## src/rtl/fifo_rd_arb_ctrl.sv

```systemverilog
// -----------------------------------------------------------------------------
// fifo_rd_arb_ctrl
//
// Read-side controller of the async FIFO, running entirely in the rclk domain.
// It owns the read pointer in binary and Gray form and derives the empty,
// almost-empty and level status from the synchronized Gray write pointer.
// It also shares the single FIFO read port among NUM_REQ consumers with a
// round-robin arbiter that allows bounded bursts.
//
// Parameters:
//   ptr_width  address bits; pointers carry one extra wrap bit, depth = 2**ptr_width
//   NUM_REQ    number of read requesters (2..8)
//   BURST_LEN  max consecutive grants to one requester while others wait (1..15)
//   AE_THRESH  almost-empty threshold in entries
//
// Ports:
//   rclk           read clock
//   r_rst_n        synchronous active-low reset
//   wptr_sync      Gray write pointer, already synchronized to rclk
//   req            per-requester pop request, held until granted
//   gnt            one-hot grant (combinational); a grant is a pop this cycle
//   rd_en          memory read enable (= |gnt)
//   raddr          memory read address (low bits of the binary read pointer)
//   rdata_valid    registered; memory data valid for the previous cycle's pop
//   rdata_id       registered; requester that owns the rdata_valid beat
//   rptr           registered Gray read pointer, to the read-to-write synchronizer
//   rempty         registered empty flag
//   ralmost_empty  registered; rlevel <= AE_THRESH
//   rlevel         registered occupancy seen from the read side, 0..depth
// -----------------------------------------------------------------------------
module fifo_rd_arb_ctrl #(
    parameter int ptr_width = 9,
    parameter int NUM_REQ   = 4,
    parameter int BURST_LEN = 4,
    parameter int AE_THRESH = 4
) (
    input  logic                       rclk,
    input  logic                       r_rst_n,
    input  logic [ptr_width:0]         wptr_sync,
    input  logic [NUM_REQ-1:0]         req,
    output logic [NUM_REQ-1:0]         gnt,
    output logic                       rd_en,
    output logic [ptr_width-1:0]       raddr,
    output logic                       rdata_valid,
    output logic [$clog2(NUM_REQ)-1:0] rdata_id,
    output logic [ptr_width:0]         rptr,
    output logic                       rempty,
    output logic                       ralmost_empty,
    output logic [ptr_width:0]         rlevel
);

    localparam int PW  = ptr_width + 1;     // pointer width incl. wrap bit
    localparam int IDW = $clog2(NUM_REQ);   // requester index width
    localparam int CW  = 4;                 // burst counter, holds up to 15

    typedef enum logic {
        ST_ARB   = 1'b0,
        ST_BURST = 1'b1
    } arb_state_e;

    // -------------------------------------------------------------------------
    // Helpers
    // -------------------------------------------------------------------------
    function automatic logic [PW-1:0] bin2gray(input logic [PW-1:0] b);
        return b ^ (b >> 1);
    endfunction

    // Gray-to-binary is a prefix XOR from the MSB down.
    function automatic logic [PW-1:0] gray2bin(input logic [PW-1:0] g);
        logic [PW-1:0] b;
        b[PW-1] = g[PW-1];
        for (int i = PW - 2; i >= 0; i--) begin
            b[i] = b[i+1] ^ g[i];
        end
        return b;
    endfunction

    function automatic logic [IDW-1:0] next_idx(input logic [IDW-1:0] i);
        return (int'(i) == NUM_REQ - 1) ? '0 : i + 1'b1;
    endfunction

    // -------------------------------------------------------------------------
    // State
    // -------------------------------------------------------------------------
    logic [PW-1:0]  rbin_q;
    logic [PW-1:0]  rptr_q;
    logic           rempty_q;
    logic           ralmost_empty_q;
    logic [PW-1:0]  rlevel_q;
    logic           rdata_valid_q;
    logic [IDW-1:0] rdata_id_q;

    arb_state_e     state_q,     state_d;
    logic [IDW-1:0] rr_ptr_q,    rr_ptr_d;
    logic [IDW-1:0] owner_q,     owner_d;
    logic [CW-1:0]  burst_cnt_q, burst_cnt_d;

    // -------------------------------------------------------------------------
    // Combinational datapath
    // -------------------------------------------------------------------------
    logic           found;
    logic [IDW-1:0] winner;
    logic [IDW-1:0] cand;
    logic           others_wait;
    logic           pop;
    logic [IDW-1:0] sel;

    logic [PW-1:0]  rbin_d;
    logic [PW-1:0]  rptr_d;
    logic [PW-1:0]  wbin;
    logic [PW-1:0]  level_d;
    logic           rempty_d;
    logic           ralmost_empty_d;

    // Round-robin search: first requester at or after rr_ptr_q, wrapping.
    // NOTE: every variable assigned in an always_comb gets a default at the
    // top of the block, so no path can leave it holding a value (no latch).
    always_comb begin : rr_search
        found  = 1'b0;
        winner = '0;
        cand   = '0;
        for (int k = 0; k < NUM_REQ; k++) begin
            cand = IDW'((int'(rr_ptr_q) + k) % NUM_REQ);
            if (!found && req[cand]) begin
                found  = 1'b1;
                winner = cand;
            end
        end
    end

    // Somebody other than the current burst owner is asking.
    assign others_wait = |(req & ~(NUM_REQ'(1) << owner_q));

    // Arbiter next-state and grant. Grants are suppressed while the FIFO is
    // empty and while reset is held, whatever the requests look like.
    always_comb begin : arb_next
        state_d     = state_q;
        rr_ptr_d    = rr_ptr_q;
        owner_d     = owner_q;
        burst_cnt_d = burst_cnt_q;
        pop         = 1'b0;
        sel         = owner_q;

        unique case (state_q)
            ST_ARB: begin
                if (found && !rempty_q && r_rst_n) begin
                    pop         = 1'b1;
                    sel         = winner;
                    owner_d     = winner;
                    burst_cnt_d = CW'(1);
                    // With BURST_LEN=1 every grant closes the turn at once;
                    // otherwise BURST decides next cycle whether the owner
                    // still wants data.
                    if (BURST_LEN > 1) begin
                        state_d = ST_BURST;
                    end else begin
                        rr_ptr_d = next_idx(winner);
                    end
                end
            end

            ST_BURST: begin
                if (!req[owner_q] || rempty_q) begin
                    // Owner is done or nothing left to read: hand the turn on.
                    state_d  = ST_ARB;
                    rr_ptr_d = next_idx(owner_q);
                end else if (r_rst_n) begin
                    pop = 1'b1;
                    sel = owner_q;
                    // Counter saturates: with nobody else waiting the burst
                    // may run past BURST_LEN, and the limit then applies as
                    // soon as a competitor appears.
                    if (int'(burst_cnt_q) < BURST_LEN) begin
                        burst_cnt_d = burst_cnt_q + 1'b1;
                    end
                    if ((int'(burst_cnt_q) + 1 >= BURST_LEN) && others_wait) begin
                        state_d  = ST_ARB;
                        rr_ptr_d = next_idx(owner_q);
                    end
                end
            end

            default: begin
                state_d = ST_ARB;
            end
        endcase
    end

    // Pointer arithmetic wraps naturally modulo 2**PW.
    assign rbin_d          = rbin_q + PW'(pop);
    assign rptr_d          = bin2gray(rbin_d);
    assign wbin            = gray2bin(wptr_sync);
    assign level_d         = wbin - rbin_d;
    assign rempty_d        = (rptr_d == wptr_sync);
    assign ralmost_empty_d = (level_d <= PW'(AE_THRESH));

    // -------------------------------------------------------------------------
    // Registers
    // -------------------------------------------------------------------------
    // NOTE: reset is sampled on the rclk edge like any other input; every
    // register here is control state, so all of them are cleared, and a
    // pop pending at reset simply never reaches rdata_valid.
    always_ff @(posedge rclk) begin
        if (!r_rst_n) begin
            rbin_q          <= '0;
            rptr_q          <= '0;
            rempty_q        <= 1'b1;
            ralmost_empty_q <= 1'b1;
            rlevel_q        <= '0;
            rdata_valid_q   <= 1'b0;
            rdata_id_q      <= '0;
            state_q         <= ST_ARB;
            rr_ptr_q        <= '0;
            owner_q         <= '0;
            burst_cnt_q     <= '0;
        end else begin
            // NOTE: non-blocking assignments here so every register samples
            // the values of the current cycle, independent of statement order.
            rbin_q          <= rbin_d;
            rptr_q          <= rptr_d;
            rempty_q        <= rempty_d;
            ralmost_empty_q <= ralmost_empty_d;
            rlevel_q        <= level_d;
            rdata_valid_q   <= pop;
            if (pop) begin
                rdata_id_q <= sel;
            end
            state_q         <= state_d;
            rr_ptr_q        <= rr_ptr_d;
            owner_q         <= owner_d;
            burst_cnt_q     <= burst_cnt_d;
        end
    end

    // -------------------------------------------------------------------------
    // Outputs
    // -------------------------------------------------------------------------
    assign gnt           = pop ? (NUM_REQ'(1) << sel) : '0;
    assign rd_en         = pop;
    assign raddr         = rbin_q[ptr_width-1:0];
    assign rdata_valid   = rdata_valid_q;
    assign rdata_id      = rdata_id_q;
    assign rptr          = rptr_q;
    assign rempty        = rempty_q;
    assign ralmost_empty = ralmost_empty_q;
    assign rlevel        = rlevel_q;

endmodule

```

## config.mk

```make
export PLATFORM = sky130hd
export DESIGN_NAME = fifo_rd_arb_ctrl
export DESIGN_NICKNAME = d
export VERILOG_FILES = /design/src/rtl/fifo_rd_arb_ctrl.sv
export SDC_FILE = /design/constraint.sdc
export NUM_CORES = 1
export LEC_CHECK = 0
export CAP_MARGIN = 20
export CELL_PAD_IN_SITES_DETAIL_PLACEMENT = 0
export CELL_PAD_IN_SITES_GLOBAL_PLACEMENT = 2
export CORE_ASPECT_RATIO = 1.5
export CORE_MARGIN = 4
export CORE_UTILIZATION = 38
export CTS_CLUSTER_SIZE = 12
export DETAILED_ROUTE_END_ITERATION = 10
export DONT_BUFFER_PORTS = 1
export PLACE_DENSITY_LB_ADDON = 0.05
export SYNTH_ARGS = -nofsm -noshare
export SYNTH_HDL_FRONTEND = slang
export SYNTH_SLANG_ARGS = --single-unit
```

## constraint.sdc

```tcl
create_clock -name rclk -period 5.95 [get_ports rclk]
set_input_delay 0.595 -clock rclk [delete_from_list [all_inputs] [get_ports rclk]]
set_output_delay 0.595 -clock rclk [all_outputs]
set_load 0.03 [all_outputs]
```

* After elaboration in Yosys (flattened, before gate mapping) *
Index checks and enable logic that the tools add are counted.

word-level totals
  bits in registers = 44
  output and inout port bits = 39

operators by class
  add/subtract/negate cells = 8
  order comparisons = 8
  equal/unequal tests = 6
  shift operators = 2
  multiplexer cells = 36
  bitwise operators = 13
  reductions and logical operators = 15

operator list
  kind                 number
  $mux 2               9
  $mux 4               4
  $lt 2x3->1 const B   5
  $mux 1               14
  $add 10x1->10        1
  $bmux 1 s2           5
  $eq 10x10->1         1
  $le 10x3->1 const B  1
  $sub 10x10->10       1
  $xor 10x9->10        1
  $xor 1x1->1          9
  $pmux 4 s2           1
  $shl 1x2->4 const A  2
  $logic_and 1x1->1    6
  $add 4x1->5 const B  1
  $ge 5x3->1 const B   1
  $logic_not 1->1      5
  $add 2x1->2 const B  2
  $add 2x2->2 const B  2
  $add 4x1->4 const B  1
  $and 4x4->4          1
  $lt 4x3->1 const B   1
  $ne 2x2->1 const B   2
  $not 4->4            1
  10 further kinds     11

* Depth between registers and ports, before layout *
  depth in word-level cells = 19
  mapped depth = 17
  depth with buffers taken out = 16

* Worst setup path after synthesis *
OpenSTA, ideal clock, no wires.

  kind = input port to flip-flop
  start = input port req[0]
  end = register ralmost_empty_q (netlist: ralmost_empty)
  setup time = 0.096 ns
  data arrival time = 4.623 ns
  required time = 5.854 ns
  setup slack = 1.232 ns
  stages = 16
  buffers on the path = 0
  path through = inv_1 -> o211a_1 -> a2111oi_0 -> a21o_1 -> ha_1 -> xor2_1 -> inv_1 -> fa_1 -> nand3_1 -> maj3_1 -> a31oi_1 -> or2_1 -> a2bb2oi_1 -> xor2_1 -> a2111o_1 -> o41ai_2

on the way
  longest elaborated chain between the ends = 19
  elaborated cells on any way between the ends = 30
  classes of those cells = 2 x add/sub; 1 x order compare; 17 x mux; 10 x reduce/logical

ends and longest elaborated chain
  element                         RTL line  RTL
  start: declaration              40        input logic [NUM_REQ-1:0] req,
  $bmux 1 s2                      124       if (!found && req[cand]) begin
  $mux 1 (implied by the code)    124
  $mux 1                          124
  $logic_not 1->1                 124
  $logic_and 1x1->1               124
  $mux 1                          124
  $logic_not 1->1                 124
  $logic_and 1x1->1               124
  [... 3 more ...]                n/a
  $mux 1                          124
  $logic_and 1x1->1 (2 in a row)  146       if (found && !rempty_q && r_rst_n) begin
  $mux 1                          146
  $pmux 1 s2 *                    144       unique case (state_q)
  net rd_en                       42        output logic rd_en,
  $add 10x1->10 *                 190       assign rbin_d = rbin_q + PW'(pop);
  $sub 10x10->10 *                193       assign level_d = wbin - rbin_d;
  $le 10x3->1 *                   195       assign ralmost_empty_d = (level_d <= PW'(AE_THRESH));
  end signal: assignment          222       ralmost_empty_q <= ralmost_empty_d;
  end: declaration                88        logic ralmost_empty_q;

The timed path passes the listed nets; every way through them passes the cells marked *. The select of a mux whose other input is x is not followed.
A chain may end at the register's enable or synchronous reset.

* Final worst setup path *
  start = register owner_q[0]
  end = register ralmost_empty_q (netlist: ralmost_empty)

on the way
  longest elaborated chain between the ends = 9

ends and longest elaborated chain
  element                       RTL line  RTL
  start: declaration            95        logic [IDW-1:0] owner_q, owner_d;
  start signal: assignment      230       owner_q <= owner_d;
  $bmux 1 s2                    163       if (!req[owner_q] || rempty_q) begin
  $mux 1 (implied by the code)  163
  $logic_not 1->1               163
  $logic_or 1x1->1              163
  $mux 1                        163
  $pmux 1 s2                    144
  $add 10x1->10                 190
  $sub 10x10->10                193
  $le 10x3->1                   195

Every way passes these cells. The select of a mux whose other input is x is not followed.

==> flow_summary.yaml <==
outcome:
  status: "finished, final reports clean"
run:
  cap_violations: 0
floorplanning:
  design.core.area_sq_um: 6898
  io_pins: 55
  initial_utilization_pct: 39.42
  rows: 37
  die_area_sq_um: 8600
  die_h_microns: 111.6
  die_x_microns: 77.07
clock_network:
  cts_made_buffers: 5
  cts_tree: "done"
  root_buffer: "clkbuf_8"
  cts-resized-gates: 0
  clk_latency_ns: 0.30
  cts_buffer_depth: 2
  h-tree-depth: 2
  cts_setup_buffers: 0
  clk_pin_slew_ns: 0.09
  cts_hold_buffers: 0
  cts.sinks: 43
worst_setup_path:
  worstRegToRegCells: 17
  crit_path_start_kind: "flop"
  worstSetupEndpointType: "flop"
  setup.worst_path.class: "reg2reg"
  required_ns: 6.16
  worstReg2RegStart: "owner_q[0]"
  r2r_slack_ns: 1.28
  cp_max_fo: 8
  cp.arrival_ns: 4.88
  r2r_end: "ralmost_empty"
sta:
  maxSlewViolCount: 0
  grt_setup_unrepaired: "no"
  hold_violations: 0
  slew_headroom_pct: 51.38
  min_period_ns: 4.672
  fin_tns_setup_ns: 0
  fin_skew_ns: 0.004993
  tightest_slew_ns: 0.7268
  fin_crit_sh_pct: 78.52
  setup_violations: 0
  fmax_ghz: 0.2140
grt:
  gr-total-overflow: 0
  grt_pass1_wl_microns: 10980
  grt_max_degree: 32
  antenna_found_initial: 0
  grt_pass1_vias: 2100
  grtUsageTotal_pct: 16.25
logic_synthesis:
  syn_nets: 334
  synthTopCellsByArea: "dfxtp_1 32%, xnor2_1 6.8%, nor2_1 6.2%"
  synth_top_area_share_pct: 31.66
  ys_types: 62
  synth.cell_area_sq_um: 2719
  synth_area_per_cell_sq_um: 8.914
  synthFlopType: "dfxtp_1"
  yosys_warnings: 0
  yosysSeqAreaShare_pct: 31.66
  ys_ff_latch: 43
  synth_area_leader_cell: "dfxtp_1"
  synth-edff-count: 0
  ys_async_sr_fraction_pct: 0
  syn_inst: 305
worst_hold_path:
  hp-start: "r_rst_n"
  hold_class: "in2reg"
  hold_depth: 1
  worstHoldEndpoint: "ralmost_empty"
placement:
  dp_hpwl_microns: 5288
  gp_congestion: 0.8230
  placed_area_sq_um: 2756
  io_buffers: 0
finish:
  antennaDiodeCount: 0
  utilization_pct: 41.30
  fin_area_sq_um: 2849
  drive_gt1_share_pct: 9.446
  fill_cells: 717
  layout.nets: 335
  syn_to_final_growth_pct: 4.786
power_and_ir_drop:
  power.density_nw_per_um2: 280.1
  p_leak_nw: 1.135
  ir_drop_mv: 0.1073
drt:
  vias: 2088
  viasPerCell: 5.423
  drc: 0
  wire_per_inst_microns: 17.47
  ant_nets: 0
  drtIter0Drc: 83
  wl_microns: 6725
  drt-pass1-iter-count: 4
==> Yosys cell counts (3+ instances only) <==
cell / count
nor2_1: 45
a31oi_1: 3
nand4_1: 3
a211oi_1: 6
mux2i_1: 4
a21o_1: 4
and2_1: 10
xor2_1: 19
nor3_1: 7
dfxtp_1: 43
nand2_1: 21
o21ai_0: 9
nor2b_1: 4
and3_1: 4
clkbuf_1: 4
a21oi_1: 9
ha_1: 12
inv_1: 14
o21a_1: 3
xnor2_1: 21
xor2_2: 4
nand3_1: 5
==> through the flow <==
stage / hold slack (ns) / power (mW) / instances / setup slack, ns
6_report: 0.3543 / 0.7979 / 385 / 1.278
5_1_grt: 0.3506 / 0.8474 / 385 / 0.8874
4_1_cts: 0.3440 / 0.8097 / 385 / 1.254
3_5_place_dp: 0.4375 / 0.6090 / 377 / 1.100
3_3_place_gp: 0.4307 / 0.6101 / 377 / 1.200
2_1_floorplan: 0.4226 / 0.5668 / 305 / 1.232
==> flip-flops by register name, summed over array words and instances (netlist names) <==
signal and flops:
rbin_q 10, rlevel 10, rptr 9, burst_cnt_q 4
owner_q 2, rdata_id 2, rr_ptr_q 2, ralmost_empty 1
rdata_valid 1, rempty 1, state_q 1
==> per-layer routing <==
| layer | up-vias | track usage (%) | wire length, microns |
|---|---|---|---|
| met4 | 0 | 7.126 | 163 |
| li1 | 1045 | - | - |
| met1 | 970 | 17.48 | 2569 |
| met2 | 58 | 30.38 | 3674 |
| met3 | 15 | 3.074 | 317 |
| met5 | - | 0 | 0 |
==> power breakdown <==
group / leakage [nW] / internal [mW] / total (mW) / switching [mW]
clock network: 0.0408 / 0.0841 / 0.198 / 0.114
registers: 0.352 / 0.313 / 0.374 / 0.0600
logic: 0.742 / 0.0974 / 0.226 / 0.129
total: 1.13 / 0.495 / 0.798 / 0.303
==> worst max-delay path, cell delays in order, from the launching register on <==
cell and delay [ns]:
dfxtp_1 0.46, nand2_1 0.08, o211a_1 0.12, a2111oi_0 0.49, a21o_1 0.19, buf_4 0.19
ha_1 0.30, xor2_1 0.41, inv_1 0.20, fa_1 0.53, nand3_1 0.16, maj3_1 0.19
a31oi_1 0.11, or2_1 0.25, a2bb2oi_1 0.16, xor2_1 0.10, a2111o_1 0.43, o41ai_2 0.19
==> area by class of cell <==
cell class / count / area [sq um] / area share, %
inverter: 14 / 52.55 / 1.845
multi-input combinational: 238 / 1715 / 60.21
timing repair buffer: 4 / 30.03 / 1.054
sequential: 43 / 860.8 / 30.22
tap: 78 / 97.59 / 3.426
clock inverter: 3 / 23.77 / 0.8344
clock buffer: 5 / 68.82 / 2.415
==> kinds of logic after synthesis <==
| kind of cell | share of synthesized area (%) |
|---|---|
| buffers and inverters | 5.246 |
| DFF | 31.66 |
| xor gates and xnor gates | 19.19 |
| AOI/OAI and AO/OA | 15.97 |
| adders and majority gates | 6.627 |
| and+or+nand+nor | 19.01 |
| muxes | 2.301 |
==> cell usage in the layout, fill, tap and decap left out, types with 5 or more instances in the layout <==
cell type	count
o21ai_0	9
nor2_1	45
nand2_1	21
xor2_1	19
and2_1	10
a211oi_1	6
ha_1	12
inv_1	14
dfxtp_1	43
a21oi_1	9
xnor2_1	21
nor3_1	7
clkbuf_8	5
nand3_1	5
==> how the worst max path moves through the flow <==
| stage | startpoint | depth (start not counted) | slack, ns | endpoint |
|---|---|---|---|---|
| after global placement | req[0] | 17 | 1.20 | ralmost_empty |
| final | owner_q[0] | 17 | 1.28 | ralmost_empty |
| after CTS | owner_q[0] | 17 | 1.25 | ralmost_empty |
| after floorplan | req[0] | 16 | 1.23 | ralmost_empty |
| after detailed placement | req[0] | 17 | 1.10 | ralmost_empty |
| after global routing | owner_q[0] | 17 | 0.89 | ralmost_empty |
(Power assumes the default switching activity.)
